`config.mk`:
```
export PLATFORM = sky130hd
export DESIGN_NAME = scan_ascii_dec
export DESIGN_NICKNAME = d
export VERILOG_FILES = /design/src/rtl/kbd_pkg.sv /design/src/rtl/scan_xlat.sv /design/src/rtl/scan_ascii_dec.sv
export SDC_FILE = /design/constraint.sdc
export NUM_CORES = 1
export LEC_CHECK = 0
export CAP_MARGIN = 20
export CELL_PAD_IN_SITES_DETAIL_PLACEMENT = 2
export CELL_PAD_IN_SITES_GLOBAL_PLACEMENT = 2
export CORE_UTILIZATION = 37
export DETAILED_ROUTE_END_ITERATION = 8
export PLACE_DENSITY = 0.8
export SLEW_MARGIN = 20
export SYNTH_ARGS = -nofsm -noshare
export SYNTH_HDL_FRONTEND = slang
export SYNTH_SLANG_ARGS = --single-unit
```
`constraint.sdc`:
```
create_clock -name clk -period 2.48 [get_ports clk]
set_input_delay 0.496 -clock clk [delete_from_list [all_inputs] [get_ports clk]]
set_output_delay 0.496 -clock clk [all_outputs]
set_load 0.02 [all_outputs]
```
`src/rtl/kbd_pkg.sv`:
```
// Shared PS/2 set-2 scan-code constants and prefix-decoder state encoding.
// Holds no logic beyond a small classification helper.
package kbd_pkg;

  localparam logic [7:0] SC_BRK    = 8'hF0;
  localparam logic [7:0] SC_EXT    = 8'hE0;
  localparam logic [7:0] SC_LSHIFT = 8'h12;
  localparam logic [7:0] SC_RSHIFT = 8'h59;
  localparam logic [7:0] SC_CAPS   = 8'h58;

  typedef enum logic [1:0] {
    ST_IDLE    = 2'd0,
    ST_BRK     = 2'd1,
    ST_EXT     = 2'd2,
    ST_EXT_BRK = 2'd3
  } kbd_state_t;

  function automatic logic is_prefix(input logic [7:0] code);
    return (code == SC_BRK) || (code == SC_EXT);
  endfunction

endpackage

```
`src/rtl/scan_xlat.sv`:
```
// Combinational scan-code to ASCII lookup for the 48 printable US keys.
// Zero latency, no flow control; o_printable=0 for any code without a glyph.
module scan_xlat (
  input  logic [7:0] i_code,
  input  logic       i_shift,
  input  logic       i_caps,
  output logic [7:0] o_ascii,
  output logic       o_printable
);

  logic [7:0] w_base;
  logic [7:0] w_shft;
  logic       w_letter;

  always_comb begin
    w_base = 8'h00;
    w_shft = 8'h00;
    case (i_code)
      8'h1C: w_base = 8'h61;  8'h32: w_base = 8'h62;  8'h21: w_base = 8'h63;
      8'h23: w_base = 8'h64;  8'h24: w_base = 8'h65;  8'h2B: w_base = 8'h66;
      8'h34: w_base = 8'h67;  8'h33: w_base = 8'h68;  8'h43: w_base = 8'h69;
      8'h3B: w_base = 8'h6A;  8'h42: w_base = 8'h6B;  8'h4B: w_base = 8'h6C;
      8'h3A: w_base = 8'h6D;  8'h31: w_base = 8'h6E;  8'h44: w_base = 8'h6F;
      8'h4D: w_base = 8'h70;  8'h15: w_base = 8'h71;  8'h2D: w_base = 8'h72;
      8'h1B: w_base = 8'h73;  8'h2C: w_base = 8'h74;  8'h3C: w_base = 8'h75;
      8'h2A: w_base = 8'h76;  8'h1D: w_base = 8'h77;  8'h22: w_base = 8'h78;
      8'h35: w_base = 8'h79;  8'h1A: w_base = 8'h7A;
      8'h45: begin w_base = 8'h30; w_shft = 8'h29; end
      8'h16: begin w_base = 8'h31; w_shft = 8'h21; end
      8'h1E: begin w_base = 8'h32; w_shft = 8'h40; end
      8'h26: begin w_base = 8'h33; w_shft = 8'h23; end
      8'h25: begin w_base = 8'h34; w_shft = 8'h24; end
      8'h2E: begin w_base = 8'h35; w_shft = 8'h25; end
      8'h36: begin w_base = 8'h36; w_shft = 8'h5E; end
      8'h3D: begin w_base = 8'h37; w_shft = 8'h26; end
      8'h3E: begin w_base = 8'h38; w_shft = 8'h2A; end
      8'h46: begin w_base = 8'h39; w_shft = 8'h28; end
      8'h29: begin w_base = 8'h20; w_shft = 8'h20; end
      8'h4E: begin w_base = 8'h2D; w_shft = 8'h5F; end
      8'h55: begin w_base = 8'h3D; w_shft = 8'h2B; end
      8'h54: begin w_base = 8'h5B; w_shft = 8'h7B; end
      8'h5B: begin w_base = 8'h5D; w_shft = 8'h7D; end
      8'h5D: begin w_base = 8'h5C; w_shft = 8'h7C; end
      8'h4C: begin w_base = 8'h3B; w_shft = 8'h3A; end
      8'h52: begin w_base = 8'h27; w_shft = 8'h22; end
      8'h41: begin w_base = 8'h2C; w_shft = 8'h3C; end
      8'h49: begin w_base = 8'h2E; w_shft = 8'h3E; end
      8'h4A: begin w_base = 8'h2F; w_shft = 8'h3F; end
      8'h0E: begin w_base = 8'h60; w_shft = 8'h7E; end
      default: ;
    endcase
  end

  // Letters honour caps-lock, everything else only reacts to shift.
  assign w_letter    = (w_base >= 8'h61) && (w_base <= 8'h7A);
  assign o_printable = (w_base != 8'h00);
  assign o_ascii     = w_letter ? ((i_shift ^ i_caps) ? (w_base ^ 8'h20) : w_base)
                                : (i_shift ? w_shft : w_base);

endmodule

```
`src/rtl/scan_ascii_dec.sv`:
```
// PS/2 set-2 byte stream to ASCII FIFO; char visible one cycle after its make byte.
// No input backpressure: a push into a full FIFO without a same-cycle pop is dropped and flagged.
module scan_ascii_dec
  import kbd_pkg::*;
#(
  parameter int DEPTH     = 8,
  parameter int REPEAT_EN = 0,
  parameter int CNT_W     = 8
) (
  input  logic             clk,
  input  logic             rst,
  input  logic [7:0]       code_in,
  input  logic             code_valid,
  input  logic             rd_en,
  output logic [7:0]       ascii,
  output logic             ascii_valid,
  output logic             fifo_full,
  output logic             overflow,
  output logic             shift_on,
  output logic             caps_on,
  output logic [CNT_W-1:0] key_count
);

  localparam int AW = $clog2(DEPTH);
  localparam int CW = AW + 1;
  localparam logic [CW-1:0] FULL_CNT = CW'(DEPTH);

  kbd_state_t       r_state;
  logic             r_lshift;
  logic             r_rshift;
  logic             r_caps;
  logic             r_caps_held;
  logic             r_held_vld;
  logic [7:0]       r_held_code;

  logic [7:0]       r_mem [DEPTH];
  logic [AW-1:0]    r_wr_ptr;
  logic [AW-1:0]    r_rd_ptr;
  logic [CW-1:0]    r_cnt;
  logic             r_overflow;
  logic [CNT_W-1:0] r_key_cnt;

  logic [7:0]       w_xlat;
  logic             w_printable;
  logic             w_shift;
  logic             w_make;
  logic             w_repeat;
  logic             w_push;
  logic             w_full;
  logic             w_empty;
  logic             w_pop;
  logic             w_wr;

  assign w_shift = r_lshift | r_rshift;

  // Translation sees modifier registers before this byte updates them.
  scan_xlat u_xlat (
    .i_code      (code_in),
    .i_shift     (w_shift),
    .i_caps      (r_caps),
    .o_ascii     (w_xlat),
    .o_printable (w_printable)
  );

  assign w_make   = code_valid && (r_state == ST_IDLE) && !is_prefix(code_in);
  assign w_repeat = (REPEAT_EN == 0) && r_held_vld && (r_held_code == code_in);
  assign w_push   = w_make && !w_repeat && w_printable;
  assign w_full   = (r_cnt == FULL_CNT);
  assign w_empty  = (r_cnt == '0);
  assign w_pop    = rd_en && !w_empty;
  assign w_wr     = w_push && (!w_full || w_pop);

  always_ff @(posedge clk or posedge rst) begin
    if (rst) begin
      r_state     <= ST_IDLE;
      r_lshift    <= 1'b0;
      r_rshift    <= 1'b0;
      r_caps      <= 1'b0;
      r_caps_held <= 1'b0;
      r_held_vld  <= 1'b0;
      r_held_code <= 8'h00;
    end else if (code_valid) begin
      case (r_state)
        ST_IDLE: begin
          if (code_in == SC_BRK) begin
            r_state <= ST_BRK;
          end else if (code_in == SC_EXT) begin
            r_state <= ST_EXT;
          end else begin
            if (code_in == SC_LSHIFT) r_lshift <= 1'b1;
            if (code_in == SC_RSHIFT) r_rshift <= 1'b1;
            if (code_in == SC_CAPS) begin
              r_caps_held <= 1'b1;
              if (!r_caps_held) r_caps <= ~r_caps;
            end
            if (!w_repeat) begin
              r_held_vld  <= 1'b1;
              r_held_code <= code_in;
            end
          end
        end
        ST_BRK: begin
          r_state <= ST_IDLE;
          if (!is_prefix(code_in)) begin
            if (code_in == SC_LSHIFT) r_lshift <= 1'b0;
            if (code_in == SC_RSHIFT) r_rshift <= 1'b0;
            if (code_in == SC_CAPS)   r_caps_held <= 1'b0;
            if (r_held_vld && (r_held_code == code_in)) r_held_vld <= 1'b0;
          end
        end
        ST_EXT:  r_state <= (code_in == SC_BRK) ? ST_EXT_BRK : ST_IDLE;
        default: r_state <= ST_IDLE;
      endcase
    end
  end

  always_ff @(posedge clk or posedge rst) begin
    if (rst) begin
      r_wr_ptr   <= '0;
      r_rd_ptr   <= '0;
      r_cnt      <= '0;
      r_overflow <= 1'b0;
      r_key_cnt  <= '0;
    end else begin
      if (w_wr) begin
        r_wr_ptr  <= r_wr_ptr + AW'(1);
        r_key_cnt <= r_key_cnt + CNT_W'(1);
      end
      if (w_pop) r_rd_ptr <= r_rd_ptr + AW'(1);
      r_cnt <= r_cnt + CW'(w_wr) - CW'(w_pop);
      if (w_push && w_full && !w_pop) r_overflow <= 1'b1;
    end
  end

  always_ff @(posedge clk) begin
    if (w_wr) r_mem[r_wr_ptr] <= w_xlat;
  end

  assign ascii       = w_empty ? 8'h00 : r_mem[r_rd_ptr];
  assign ascii_valid = !w_empty;
  assign fifo_full   = w_full;
  assign overflow    = r_overflow;
  assign shift_on    = w_shift;
  assign caps_on     = r_caps;
  assign key_count   = r_key_cnt;

endmodule

```
==> results of run 1 <==
==> synthesized netlist by cell type, drive strengths merged (9+ instances only) <==
cell | instances | area [sq um]
buf | 32 | 241
nor2 | 42 | 160
nor3 | 18 | 95.1
xor2 | 9 | 78.8
o21ai | 17 | 85.1
nand2 | 31 | 116
o22ai | 11 | 81.3
mux4 | 14 | 315
mux2 | 9 | 101
a21oi | 20 | 104
nand3 | 19 | 95.1
edfxtp | 56 | 1680
dfrtp | 34 | 851
nand2b | 13 | 81.3
nor2b | 11 | 68.8
xnor2 | 19 | 166
inv | 17 | 63.8
==> per-stage QoR <==
stage | TNS (ns) | hold slack (ns)
detailed placement | -157.19 | 0.478
floorplan | -18.38 | 0.466
global placement | -131.05 | 0.457
==> kinds of logic after synthesis <==
logic type,count (synthesis),share of synthesized area (%)
AOI/OAI and AO/OA,98,12.8
adders and majority gates,9,2.14
buffers and inverters,57,5.98
xor gates and xnor gates,28,4.37
and+or+nand+nor,192,20.6
muxes,31,8.86
DFF,90,45.2
other,1,0.0669
==> impl_metrics.py, run 1 <==
metrics = {
    "clock_tree": {
        "cts_hold_buf": 0,
        "root_buffer": "clkbuf_16",
        "clk_path_buf_depth": 2,
        "postCtsSetupRepairBufs": 72,
        "cts_max_level": 3,
        "cts_resized": 210,
        "cts_sinks": 90,
        "numCtsBuffers": 9,
    },
    "run_status": {
        "lastStage": "4_1_cts",
        "status": "did not finish",
        "error_line": "[ERROR DPL-0033] detailed placement checks failed during check placement.",
    },
    "synthesis": {
        "synth_edf_count": 56,
        "yosysWarnings": 0,
        "synth_seq_cells": 90,
        "yosys_most_used_dff": "edfxtp_1",
        "syn-num-nets": 527,
        "synth_cell_types": 83,
        "synth.yosys.seq_area_share_pct": 45.2,
        "synth_area_sq_um": 5610,
        "avgSynthCellArea_sq_um": 11.1,
        "async_flop_share_pct": 37.8,
        "synth_cells": 506,
    },
    "die": {
        "chipWidth_microns": 125,
        "die_height_microns": 125,
        "io-pin-count": 33,
        "start_util_pct": 38.3,
        "rows": 44,
    },
    "placed_design": {
        "globalplace.congestion": 0.942,
        "placed_cell_area_sq_um": 7300,
        "port_buffers": 31,
        "dp_hpwl_mm": 18.1,
        "dp_slack_ns": -1.44,
        "dpl.cell_count": 821,
    },
}
==> run 2: changes to the inputs <==
- CELL_PAD_IN_SITES_DETAIL_PLACEMENT: 2 -> not set
- CELL_PAD_IN_SITES_GLOBAL_PLACEMENT: 2 -> not set
- CORE_UTILIZATION: 37 -> 40
- PLACE_DENSITY: 0.8 -> not set
- PLACE_DENSITY_LB_ADDON: not set -> 0.15
- clock period: 2.48 -> 3.2 ns (I/O delays scaled with it)
==> run 2 against run 1 <==
  * The flow now finishes without violations
  * Synthesized cell count did not move
  * Area after synthesis is the same
==> impl_metrics.py, run 2 <==
metrics = {
    "run": {
        "maxCapViolCount": 0,
    },
    "detailed_routing": {
        "drtPass1Iterations": 5,
        "wire_per_inst_microns": 18.8,
        "vias": 4802,
        "drc": 0,
        "drt_wl_total_mm": 16.2,
        "drt_iter0_drc": 375,
        "vias_per_cell": 5.58,
        "ant_nets": 0,
    },
    "critical_path": {
        "path_max_fanout": 15,
        "path_class": "primary input to flop",
        "startpoint": "code_in[4]",
        "cp_cell_sequence": "dlygate4sd2_1 -> buf_4 -> buf_12 -> xor2_1 -> nand4_1 -> nand4_2 -> nor4_4 -> a31oi_1 -> buf_4 -> nor2_2 -> inv_1 -> nand2_1 -> ha_2 -> inv_1 -> fa_1 -> inv_1",
        "arrival_ns": 3.35,
        "path_buf_inv": 7,
        "crit_top_cell": "inv_1",
        "worstSetupEndpointType": "flop",
        "critPathTopFamily": "buffers and inverters",
        "cp_slowest_cell": "fa_1",
        "worstReg2RegEnd": "r_cnt[1]",
        "reg2reg_setup_slack_ns": 0.75,
        "cp_num_cells": 16,
        "reg2reg_from": "r_held_code[1]",
        "required_ns": 3.44,
        "endpoint": "r_cnt[1]",
        "worst_setup_path_start_kind": "primary input",
        "worstRegToRegCells": 13,
        "max_stage_delay_ns": 0.47,
    },
    "clock_tree": {
        "clk_path_buf_depth": 2,
        "cts_max_level": 3,
        "root_buffer": "clkbuf_16",
        "cts_sinks": 90,
        "numCtsBuffers": 9,
        "worstSkewPairLatency_ns": 0.34,
        "path_clk_slew_ns": 0.07,
        "cts_tree": "built",
    },
    "grt": {
        "overflow": 0,
        "grt.total_usage_pct": 23.6,
        "grt_max_degree": 35,
        "grt_antenna_before_repair": 0,
        "grt_pass1_wl_mm": 26.0,
        "grt_pass1_vias": 4744,
    },
    "die": {
        "io-pin-count": 33,
        "rows": 42,
        "chipWidth_microns": 120,
        "core_region_area_sq_um": 13500,
        "die_height_microns": 120,
        "die_area_sq_um": 14500,
        "start_util_pct": 41.7,
    },
    "timing": {
        "worstMarginPinSlew_ns": 0.690,
        "hold_viol_final": 0,
        "finalCritPeriodShare_pct": 97.1,
        "hold_ws_ns": 0.472,
        "relSlewSlack_pct": 54.0,
        "setup_violations": 0,
        "skew_ns": 0.00831,
        "fin_crit_ns": 3.11,
        "max_freq_mhz": 322,
        "slew_viol_final": 0,
    },
    "layout": {
        "seq_area_sq_um": 2530,
        "drive_gt1_share_pct": 38.7,
        "syn_to_final_growth_pct": 38.2,
        "n_antenna_cell": 0,
        "fin_area_sq_um": 7750,
        "largest_reg_flops": 56,
        "final_cell_mix": "buf_4, edfxtp_1, nor2_1",
        "fillCellCount": 1200,
        "nets": 700,
        "largest_register": "r_mem",
        "multi_input_area_sq_um": 2970,
        "final_common_cell": "buf_4",
    },
    "synthesis": {
        "syn-num-nets": 527,
        "synth_top_area_share_pct": 30.0,
        "async_flop_share_pct": 37.8,
        "yosys_most_used_dff": "edfxtp_1",
        "synth_cell_types": 83,
        "avgSynthCellArea_sq_um": 11.1,
        "synth_seq_cells": 90,
        "synth_commonest_cells": "edfxtp_1, nor2_1, dfrtp_1, nand2_1",
        "synth_area_sq_um": 5610,
        "yosysMostFrequentCell": "edfxtp_1",
        "yosysWarnings": 0,
        "synth_edf_count": 56,
        "synth_top_cell_by_area": "edfxtp_1",
        "synth_cells": 506,
        "yosys-top-cells-area": "edfxtp_1, dfrtp_1, mux4_2",
        "synth.yosys.seq_area_share_pct": 45.2,
    },
    "placed_design": {
        "placed_cell_area_sq_um": 7000,
        "globalplace.congestion": 0.901,
        "dp_hpwl_mm": 12.1,
        "port_buffers": 31,
    },
    "hold_path": {
        "hold_path.class": "flop to flop",
    },
    "power": {
        "power_density_nw_per_um2": 521,
        "p_leak_nw": 3.15,
        "ir_drop_mv": 0.268,
        "power_mw": 4.04,
    },
    "run_status": {
        "status": "finished clean",
    },
}
==> run 2: cell counts after synthesis <==
No cell type changed its count.
==> run 2: cell families after synthesis <==
group | share of synthesized area, %
and+or+nand+nor | 20.6
adders and majority gates | 2.14
muxes | 8.86
buffers and inverters | 5.98
AOI/OAI and AO/OA | 12.8
xor gates and xnor gates | 4.37
other | 0.0669
DFF | 45.2
==> run 2: layout make-up <==
class	instances	area share, %
Clock buffer	9	2.91
Clock inverter	7	0.888
Inverter	17	0.823
Multi-Input combinational cell	359	38.3
Sequential cell	90	32.7
Tap cell	176	2.84
Timing Repair Buffer	202	21.6
==> run 2: power by group <==
group          leakage, nW  switching [mW]  internal, mW  total (mW)
logic                 2.07           0.695         0.776        1.47
clock network        0.146           0.481         0.549        1.03
registers            0.941           0.164          1.38        1.54
==> run 2: per-stage QoR <==
step	setup WS (ns)	utilization, %	TNS (ns)	cells
4_1_cts	0.0127	56.6	0	854
5_1_grt	-0.0193	57.6	-0.0275	860
6_report	0.0934	57.6	0	860
3_5_place_dp	-0.740	52.1	-72.01	822
3_3_place_gp	-0.743	52.1	-70.17	822
2_1_floorplan	0.00490	-	0	506
==> run 2: timing repair <==
item,4_1_cts,5_1_grt
pin swaps,14,19
buffers inserted,14,7
setup endpoints to repair,86,66
resized for setup,50,29
hold buffers,0,0
cloned,2,0
endpoints found under the hold margin,0,0
==> run 2: metal layers <==
layer / routed length (microns) / vias to the layer above / track usage, %
li1: - / 2258 / -
met1: 6950 / 2396 / 29.4
met2: 8330 / 119 / 41.3
met3: 491 / 29 / 3.30
met4: 425 / 0 / 8.80
met5: 0 / - / 0
==> run 2: how the worst min path moves through the flow <==
stage | from | end | slack [ns] | depth (start not counted)
final | key_count[7] | key_count[7] | 0.47 | 1
after global routing | key_count[3] | key_count[3] | 0.51 | 1
after CTS | key_count[7] | key_count[7] | 0.47 | 1
after detailed placement | key_count[7] | key_count[7] | 0.46 | 1
after global placement | key_count[7] | key_count[7] | 0.46 | 1
after floorplan | r_held_vld | r_held_vld | 0.47 | 1
Note: power is estimated with default switching activity, not from simulation.
